==> src/rtl/mem_arbiter.sv <==
// Purpose : shares one single-port unified memory between instruction fetch (IF)
//           and data access (DM); DM wins conflicts unless IF has lost STARVE_MAX
//           conflicts in a row, in which case IF is forced through.
// Latency : grant at t (combinational) -> mem_en_o at t+1 -> rvalid at t+1+MEM_LATENCY;
//           the next grant comes no earlier than t+2+MEM_LATENCY.
// Backpr. : requesters hold req until gnt; requests are only looked at in IDLE,
//           so a busy arbiter simply withholds gnt. stall_f_o freezes fetch/decode.
//
// Ports:
//   clk, rst            clock; synchronous active-high reset
//   if_req_i/if_addr_i  fetch request and address (held until if_gnt_o)
//   if_gnt_o            fetch grant, combinational, IDLE only
//   if_rvalid_o/if_rdata_o  fetch completion pulse and instruction
//   dm_req_i/dm_we_i/dm_byte_i/dm_addr_i/dm_wdata_i  data request fields
//   dm_gnt_o            data grant, combinational, IDLE only
//   dm_rvalid_o/dm_rdata_o  data completion pulse; load data, 0 for store ack
//   mem_en_o/mem_we_o/mem_byte_o/mem_addr_o/mem_wdata_o  registered memory command
//   mem_rdata_i         memory read data, valid MEM_LATENCY cycles after mem_en_o
//   stall_f_o           fetch stall = if_req_i && !if_rvalid_o
//   conflict_cnt_o/starve_cnt_o  performance counters, present only when
//                       ARB_PERF_CNT_EN is defined
module mem_arbiter #(
  parameter int DATA_WIDTH  = 32,
  parameter int MEM_LATENCY = 2,
  parameter int STARVE_MAX  = 3
) (
  input  logic                  clk,
  input  logic                  rst,
  input  logic                  if_req_i,
  input  logic [DATA_WIDTH-1:0] if_addr_i,
  output logic                  if_gnt_o,
  output logic                  if_rvalid_o,
  output logic [DATA_WIDTH-1:0] if_rdata_o,
  input  logic                  dm_req_i,
  input  logic                  dm_we_i,
  input  logic                  dm_byte_i,
  input  logic [DATA_WIDTH-1:0] dm_addr_i,
  input  logic [DATA_WIDTH-1:0] dm_wdata_i,
  output logic                  dm_gnt_o,
  output logic                  dm_rvalid_o,
  output logic [DATA_WIDTH-1:0] dm_rdata_o,
  output logic                  mem_en_o,
  output logic                  mem_we_o,
  output logic                  mem_byte_o,
  output logic [DATA_WIDTH-1:0] mem_addr_o,
  output logic [DATA_WIDTH-1:0] mem_wdata_o,
  input  logic [DATA_WIDTH-1:0] mem_rdata_i,
  output logic                  stall_f_o
`ifdef ARB_PERF_CNT_EN
  ,
  output logic [31:0]           conflict_cnt_o,
  output logic [31:0]           starve_cnt_o
`endif
);

  // Latency counter must hold values 0..MEM_LATENCY; starve counter 0..STARVE_MAX.
  localparam int CNT_W = (MEM_LATENCY < 1) ? 1 : $clog2(MEM_LATENCY + 1);
  localparam int STV_W = (STARVE_MAX < 1) ? 1 : $clog2(STARVE_MAX + 1);
  localparam logic [CNT_W-1:0] LAT_LAST = CNT_W'(MEM_LATENCY);
  localparam logic [STV_W-1:0] STV_TOP  = STV_W'(STARVE_MAX);

  typedef enum logic [1:0] {
    IDLE  = 2'd0,
    ISSUE = 2'd1,
    WAIT  = 2'd2
  } arbStateT;

  typedef enum logic {
    OWN_IF = 1'b0,
    OWN_DM = 1'b1
  } ownerT;

  arbStateT             state;
  arbStateT             stateNext;
  ownerT                owner;
  logic [CNT_W-1:0]     latCnt;
  logic [STV_W-1:0]     starveCnt;
  logic [DATA_WIDTH-1:0] ifRdataQ;
  logic [DATA_WIDTH-1:0] dmRdataQ;

  logic ifGnt;
  logic dmGnt;
  logic forceIf;
  logic rspFire;

  // ---------------------------------------------------------------------------
  // Next-state / grant logic. Grants are suppressed while rst is high so that a
  // request present during reset never gets through.
  // ---------------------------------------------------------------------------
  always_comb begin
    stateNext = state;
    ifGnt     = 1'b0;
    dmGnt     = 1'b0;
    rspFire   = 1'b0;
    forceIf   = (starveCnt == STV_TOP);

    case (state)
      IDLE: begin
        if (!rst) begin
          if (if_req_i && (!dm_req_i || forceIf)) begin
            ifGnt = 1'b1;
          end else if (dm_req_i) begin
            dmGnt = 1'b1;
          end
          if (ifGnt || dmGnt) begin
            stateNext = ISSUE;
          end
        end
      end
      ISSUE: begin
        stateNext = WAIT;
      end
      WAIT: begin
        if (latCnt == LAT_LAST) begin
          // Response is presented in the same cycle the memory data is valid,
          // so rvalid is combinational rather than one cycle late.
          rspFire   = !rst;
          stateNext = IDLE;
        end
      end
      default: begin
        stateNext = IDLE;
      end
    endcase
  end

  assign if_gnt_o    = ifGnt;
  assign dm_gnt_o    = dmGnt;
  assign if_rvalid_o = rspFire && (owner == OWN_IF);
  assign dm_rvalid_o = rspFire && (owner == OWN_DM);

  // During the response pulse the live memory data is forwarded; afterwards the
  // captured copy is held until the same requester completes again.
  assign if_rdata_o = if_rvalid_o ? mem_rdata_i : ifRdataQ;
  assign dm_rdata_o = dm_rvalid_o ? (mem_we_o ? '0 : mem_rdata_i) : dmRdataQ;

  assign stall_f_o = if_req_i && !if_rvalid_o;

  // ---------------------------------------------------------------------------
  // State, memory command registers and response capture.
  // mem_* fields stay latched after ISSUE so mem_we_o can still tell a store
  // ack from a load when the response fires.
  // ---------------------------------------------------------------------------
  always_ff @(posedge clk) begin
    if (rst) begin
      state       <= IDLE;
      owner       <= OWN_IF;
      latCnt      <= '0;
      starveCnt   <= '0;
      ifRdataQ    <= '0;
      dmRdataQ    <= '0;
      mem_en_o    <= 1'b0;
      mem_we_o    <= 1'b0;
      mem_byte_o  <= 1'b0;
      mem_addr_o  <= '0;
      mem_wdata_o <= '0;
    end else begin
      state <= stateNext;
      case (state)
        IDLE: begin
          if (ifGnt) begin
            owner       <= OWN_IF;
            mem_en_o    <= 1'b1;
            mem_we_o    <= 1'b0;
            mem_byte_o  <= 1'b0;
            mem_addr_o  <= if_addr_i;
            mem_wdata_o <= '0;
            starveCnt   <= '0;
          end else if (dmGnt) begin
            owner       <= OWN_DM;
            mem_en_o    <= 1'b1;
            mem_we_o    <= dm_we_i;
            mem_byte_o  <= dm_byte_i;
            mem_addr_o  <= dm_addr_i;
            mem_wdata_o <= dm_wdata_i;
            // Only a conflict that IF lost counts towards starvation.
            if (if_req_i && (starveCnt != STV_TOP)) begin
              starveCnt <= starveCnt + 1'b1;
            end
          end
        end
        ISSUE: begin
          mem_en_o <= 1'b0;
          latCnt   <= CNT_W'(1);
        end
        WAIT: begin
          if (latCnt == LAT_LAST) begin
            latCnt <= '0;
            if (owner == OWN_IF) begin
              ifRdataQ <= mem_rdata_i;
            end else begin
              dmRdataQ <= mem_we_o ? '0 : mem_rdata_i;
            end
          end else begin
            latCnt <= latCnt + 1'b1;
          end
        end
        default: begin
          latCnt <= '0;
        end
      endcase
    end
  end

`ifdef ARB_PERF_CNT_EN
  // ---------------------------------------------------------------------------
  // Performance counters, free-running and wrapping.
  // ---------------------------------------------------------------------------
  logic [31:0] conflictCnt;
  logic [31:0] forcedCnt;

  always_ff @(posedge clk) begin
    if (rst) begin
      conflictCnt <= '0;
      forcedCnt   <= '0;
    end else begin
      if ((ifGnt || dmGnt) && if_req_i && dm_req_i) begin
        conflictCnt <= conflictCnt + 32'd1;
      end
      if (ifGnt && forceIf) begin
        forcedCnt <= forcedCnt + 32'd1;
      end
    end
  end

  assign conflict_cnt_o = conflictCnt;
  assign starve_cnt_o   = forcedCnt;
`endif

endmodule

==> config.mk <==
export PLATFORM = sky130hd
export DESIGN_NAME = mem_arbiter
export DESIGN_NICKNAME = d
export VERILOG_FILES = /design/src/rtl/mem_arbiter.sv
export SDC_FILE = /design/constraint.sdc
export NUM_CORES = 1
export LEC_CHECK = 0
export CAP_MARGIN = 40
export CORE_ASPECT_RATIO = 0.5
export CORE_MARGIN = 4
export CORE_UTILIZATION = 41
export DETAILED_ROUTE_END_ITERATION = 8
export PLACE_DENSITY = 0.8
export SKIP_LAST_GASP = 1
export SYNTH_ARGS = -nofsm -noshare
export SYNTH_HDL_FRONTEND = slang
export SYNTH_SLANG_ARGS = --single-unit
==> constraint.sdc <==
create_clock -name clk -period 2.2 [get_ports clk]
set_input_delay 0.22 -clock clk [delete_from_list [all_inputs] [get_ports clk]]
set_output_delay 0.22 -clock clk [all_outputs]
set_load 0.05 [all_outputs]
==> results of run 1 <==
[worst reg2reg max path, cell delays in order, from the launching register on]
cell and delay (ps):
dfxtp_2 320, inv_2 70, ha_4 130, nand3b_1 100
or3b_4 490, nor2_8 140, buf_6 200, buf_4 130
bufbuf_16 250, a22o_1 180
[area by class of cell]
cell class	instances	area [um^2]	area share
Timing Repair inverter	1	5.005	0.0004834
Inverter	6	37.54	0.003625
Multi-Input combinational cell	400	2970	0.2869
Timing Repair Buffer	327	3781	0.3652
Clock buffer	17	425.4	0.04109
Tap cell	192	240.2	0.02320
Clock inverter	15	128.9	0.01245
Sequential cell	138	2765	0.2671
[logic make-up (layout without fill, tap and decap cells)]
family                     after synthesis  count (layout)  synth area share
DFF                                    138             138            0.4779
and+or+nand+nor                        161             161            0.1184
adders and majority gates                4               4          0.008658
buffers and inverters                   58             366           0.05606
AOI/OAI and AO/OA                      202             202            0.2749
muxes                                   33              33           0.06407
[through the flow]
step / hold slack, ps / instances
3_5_place_dp: 442.7 / 1029
6_report: 83.37 / 1096
5_1_grt: 87.07 / 1096
4_1_cts: 61.83 / 1090
2_1_floorplan: 319.0 / 596
3_3_place_gp: 435.0 / 1029
[cell usage after synthesis, types with 3 or more instances]
master / number
a22oi_1: 9
nor3b_1: 3
dfxtp_1: 138
a211oi_2: 24
buf_2: 15
a21oi_1: 65
nand2_1: 104
a21o_1: 4
a22o_1: 92
ha_1: 4
nor2_1: 38
clkbuf_1: 23
buf_6: 10
inv_1: 5
a211oi_1: 3
mux2_2: 32
[registers in the layout, indices dropped and copies added, names as in the netlist]
signal       cells
dmRdataQ        32
ifRdataQ        32
latCnt           2
mem_addr_o      32
mem_byte_o       1
mem_en_o         1
mem_wdata_o     32
mem_we_o         1
owner            1
starveCnt        2
state            2
[power breakdown]
| part | leakage, nW | internal [mW] | switching [mW] |
|---|---|---|---|
| sequential | 1.12 | 2.64 | 0.0873 |
| clock | 0.265 | 1.48 | 1.25 |
| combinational | 2.75 | 0.689 | 1.01 |
[routing by layer]
layer,wire [um],up-vias
met5,0,-
met2,11410,241
met1,8735,2851
met3,1312,67
met4,745,0
li1,-,2748
[timing repair]
item / 4_1_cts / 5_1_grt
gates cloned: 6 / 3
endpoints found under the setup margin: 67 / 81
resized for setup: 59 / 51
pin swaps: 5 / 16
buffers inserted: 23 / 7
[how the worst max path moves through the flow]
| stage | cells after the start | start | to | slack, ps |
|---|---|---|---|---|
| after floorplan | 8 | state[0] | dm_rdata_o[0] | 50 |
| after global placement | 5 | dm_req_i | if_gnt_o | 120 |
| after detailed placement | 9 | state[0] | dm_rdata_o[1] | 70 |
| after CTS | 10 | state[0] | dm_rdata_o[1] | -350 |
| after global routing | 9 | state[0] | dm_rdata_o[19] | -380 |
| final | 8 | state[0] | dm_rdata_o[26] | -300 |
==> flow_metrics.env, run 1 <==
export IMPL_drv_slew=0
export IMPL_clock_latency_ps=420
export IMPL_violations="negative setup slack"
export IMPL_synthTopCellsByArea="dfxtp_1 (48%), a22o_1 (14%), nand2_1 (6.8%)"
export IMPL_synth_top_area_cell="dfxtp_1"
export IMPL_vias=5907
export IMPL_path_delay_family="simple AND/OR/NAND/NOR gates"
export IMPL_rsz0062_at_grt="true"
export IMPL_r2r_start="state[0]"
export IMPL_min_path_type="primary input to flop"
export IMPL_cp_arrival_ps=2280
export IMPL_diodes=0
export IMPL_cts_buffers=17
export IMPL_ys_ff_latch=138
export IMPL_min_path_cells=2
export IMPL_fmax_mhz=400.3
export IMPL_clk_pin_slew_ps=60
export IMPL_r2r_slack_ps=110
export IMPL_gp_congestion=0.8097
export IMPL_fin_nets=1029
export IMPL_grt_pass1_wl_um=31510
export IMPL_clockBufferDepth=2
export IMPL_overflow=0
export IMPL_fill_cells=876
export IMPL_firstDrtPassIters=5
export IMPL_final_common_cell="clkdlybuf4s50_1"
export IMPL_fin_area_um2=10350
export IMPL_dieArea_um2=16180
export IMPL_grt_usage=0.2434
export IMPL_ys_types=37
export IMPL_reg2reg_to="dmRdataQ[28]"
export IMPL_met3_usage=0.05395
export IMPL_path_cells="inv_2 > ha_4 > nand3b_1 > or3b_4 > buf_4 > buf_4 > a22o_1 > buf_12"
export IMPL_final_hold_viol_count=0
export IMPL_r2r_cells=9
export IMPL_io_buffers=269
export IMPL_synth_edff_count=0
export IMPL_io_pins=270
export IMPL_status="finished with violations"
export IMPL_postLayoutCoreUtil=0.7578
export IMPL_min_from="rst"
export IMPL_gr_usage_met1=0.2763
export IMPL_fin_crit_ps=2498
export IMPL_async_reset_ff_frac=0
export IMPL_grt_pass1_vias=5856
export IMPL_die_h_um=91.96
export IMPL_hold_path_end="owner"
export IMPL_grt_max_degree=40
export IMPL_synthDominantCellAreaShare=0.4779
export IMPL_initial_core_util=0.4231
export IMPL_finalCritPeriodShare=1.135
export IMPL_p_total_mw=7.163
export IMPL_num_rows=30
export IMPL_p_leak_nw=4.135
export IMPL_drive_above_1_share=0.2865
export IMPL_place_hpwl_um=12880
export IMPL_core_area_um2=13660
export IMPL_peakVddDrop_mv=0.5098
export IMPL_area_delta_synth_final_pct=79.11
export IMPL_power_density_nw_per_um2=691.8
export IMPL_start_kind="flop"
export IMPL_synth_main_ff_cell="dfxtp_1"
export IMPL_drt_iter0_markers=414
export IMPL_crit_buf_inv=4
export IMPL_cts_sinks=138
export IMPL_worstPathRequired_ps=1980
export IMPL_max_stage_delay_ps=490
export IMPL_setup_tns_ps=-15370
export IMPL_fin_skew_ps=8.557
export IMPL_postPlaceCellArea_um2=8911
export IMPL_ys_warn_count=0
export IMPL_ant_nets=0
export IMPL_hold_buffers=0
export IMPL_cts_root_buf="clkbuf_16"
export IMPL_end_kind="output pin"
export IMPL_remaining_drc_errors=0
export IMPL_crit_path_frequent_cell="buf_4"
export IMPL_antenna_found_initial=0
export IMPL_dp_slack_ps=68.75
export IMPL_htreeDepth=4
export IMPL_syn_cell_area_um2=5781
export IMPL_tightest_slew_ps=581.0
export IMPL_ys_seq_area_frac=0.4779
export IMPL_synth_nets=734
export IMPL_syn_mean_instance_area_um2=9.699
export IMPL_cts_tree="done"
export IMPL_drv_cap=0
export IMPL_path_max_fanout=6
export IMPL_synthCells=596
export IMPL_met2_usage=0.4546
export IMPL_critPathKind="flop to output pin"
export IMPL_via_per_inst=5.390
export IMPL_busiest_layer="met2"
export IMPL_die_w_um=175.9
export IMPL_layout_setup_ws_ps=-297.9
export IMPL_final_cell_mix="clkdlybuf4s50_1 (199), dfxtp_1 (136), nand2_1 (103)"
export IMPL_slew_headroom=0.6114
export IMPL_post_drt_wl_per_cell_um=20.26
export IMPL_slowest_stage="or3b_4"
export IMPL_routed_wl_um=22200
export IMPL_setup_viol=67
No activity file was read; power rests on OpenSTA's default activity.
==> run 2: changes to the inputs <==
Settings changed: CTS_CLUSTER_DIAMETER set to 60.
==> results of run 2 <==
Final layout, timing and power as in run 1 (identical DEF).
==> run 3: changes to the inputs <==
Settings changed: ABC_CLOCK_PERIOD_IN_PS set to 2200, GPL_TIMING_DRIVEN set to 1, HOLD_SLACK_MARGIN set to 0.05.
==> results of run 3 <==
Final layout, timing and power as in run 1 (identical DEF).
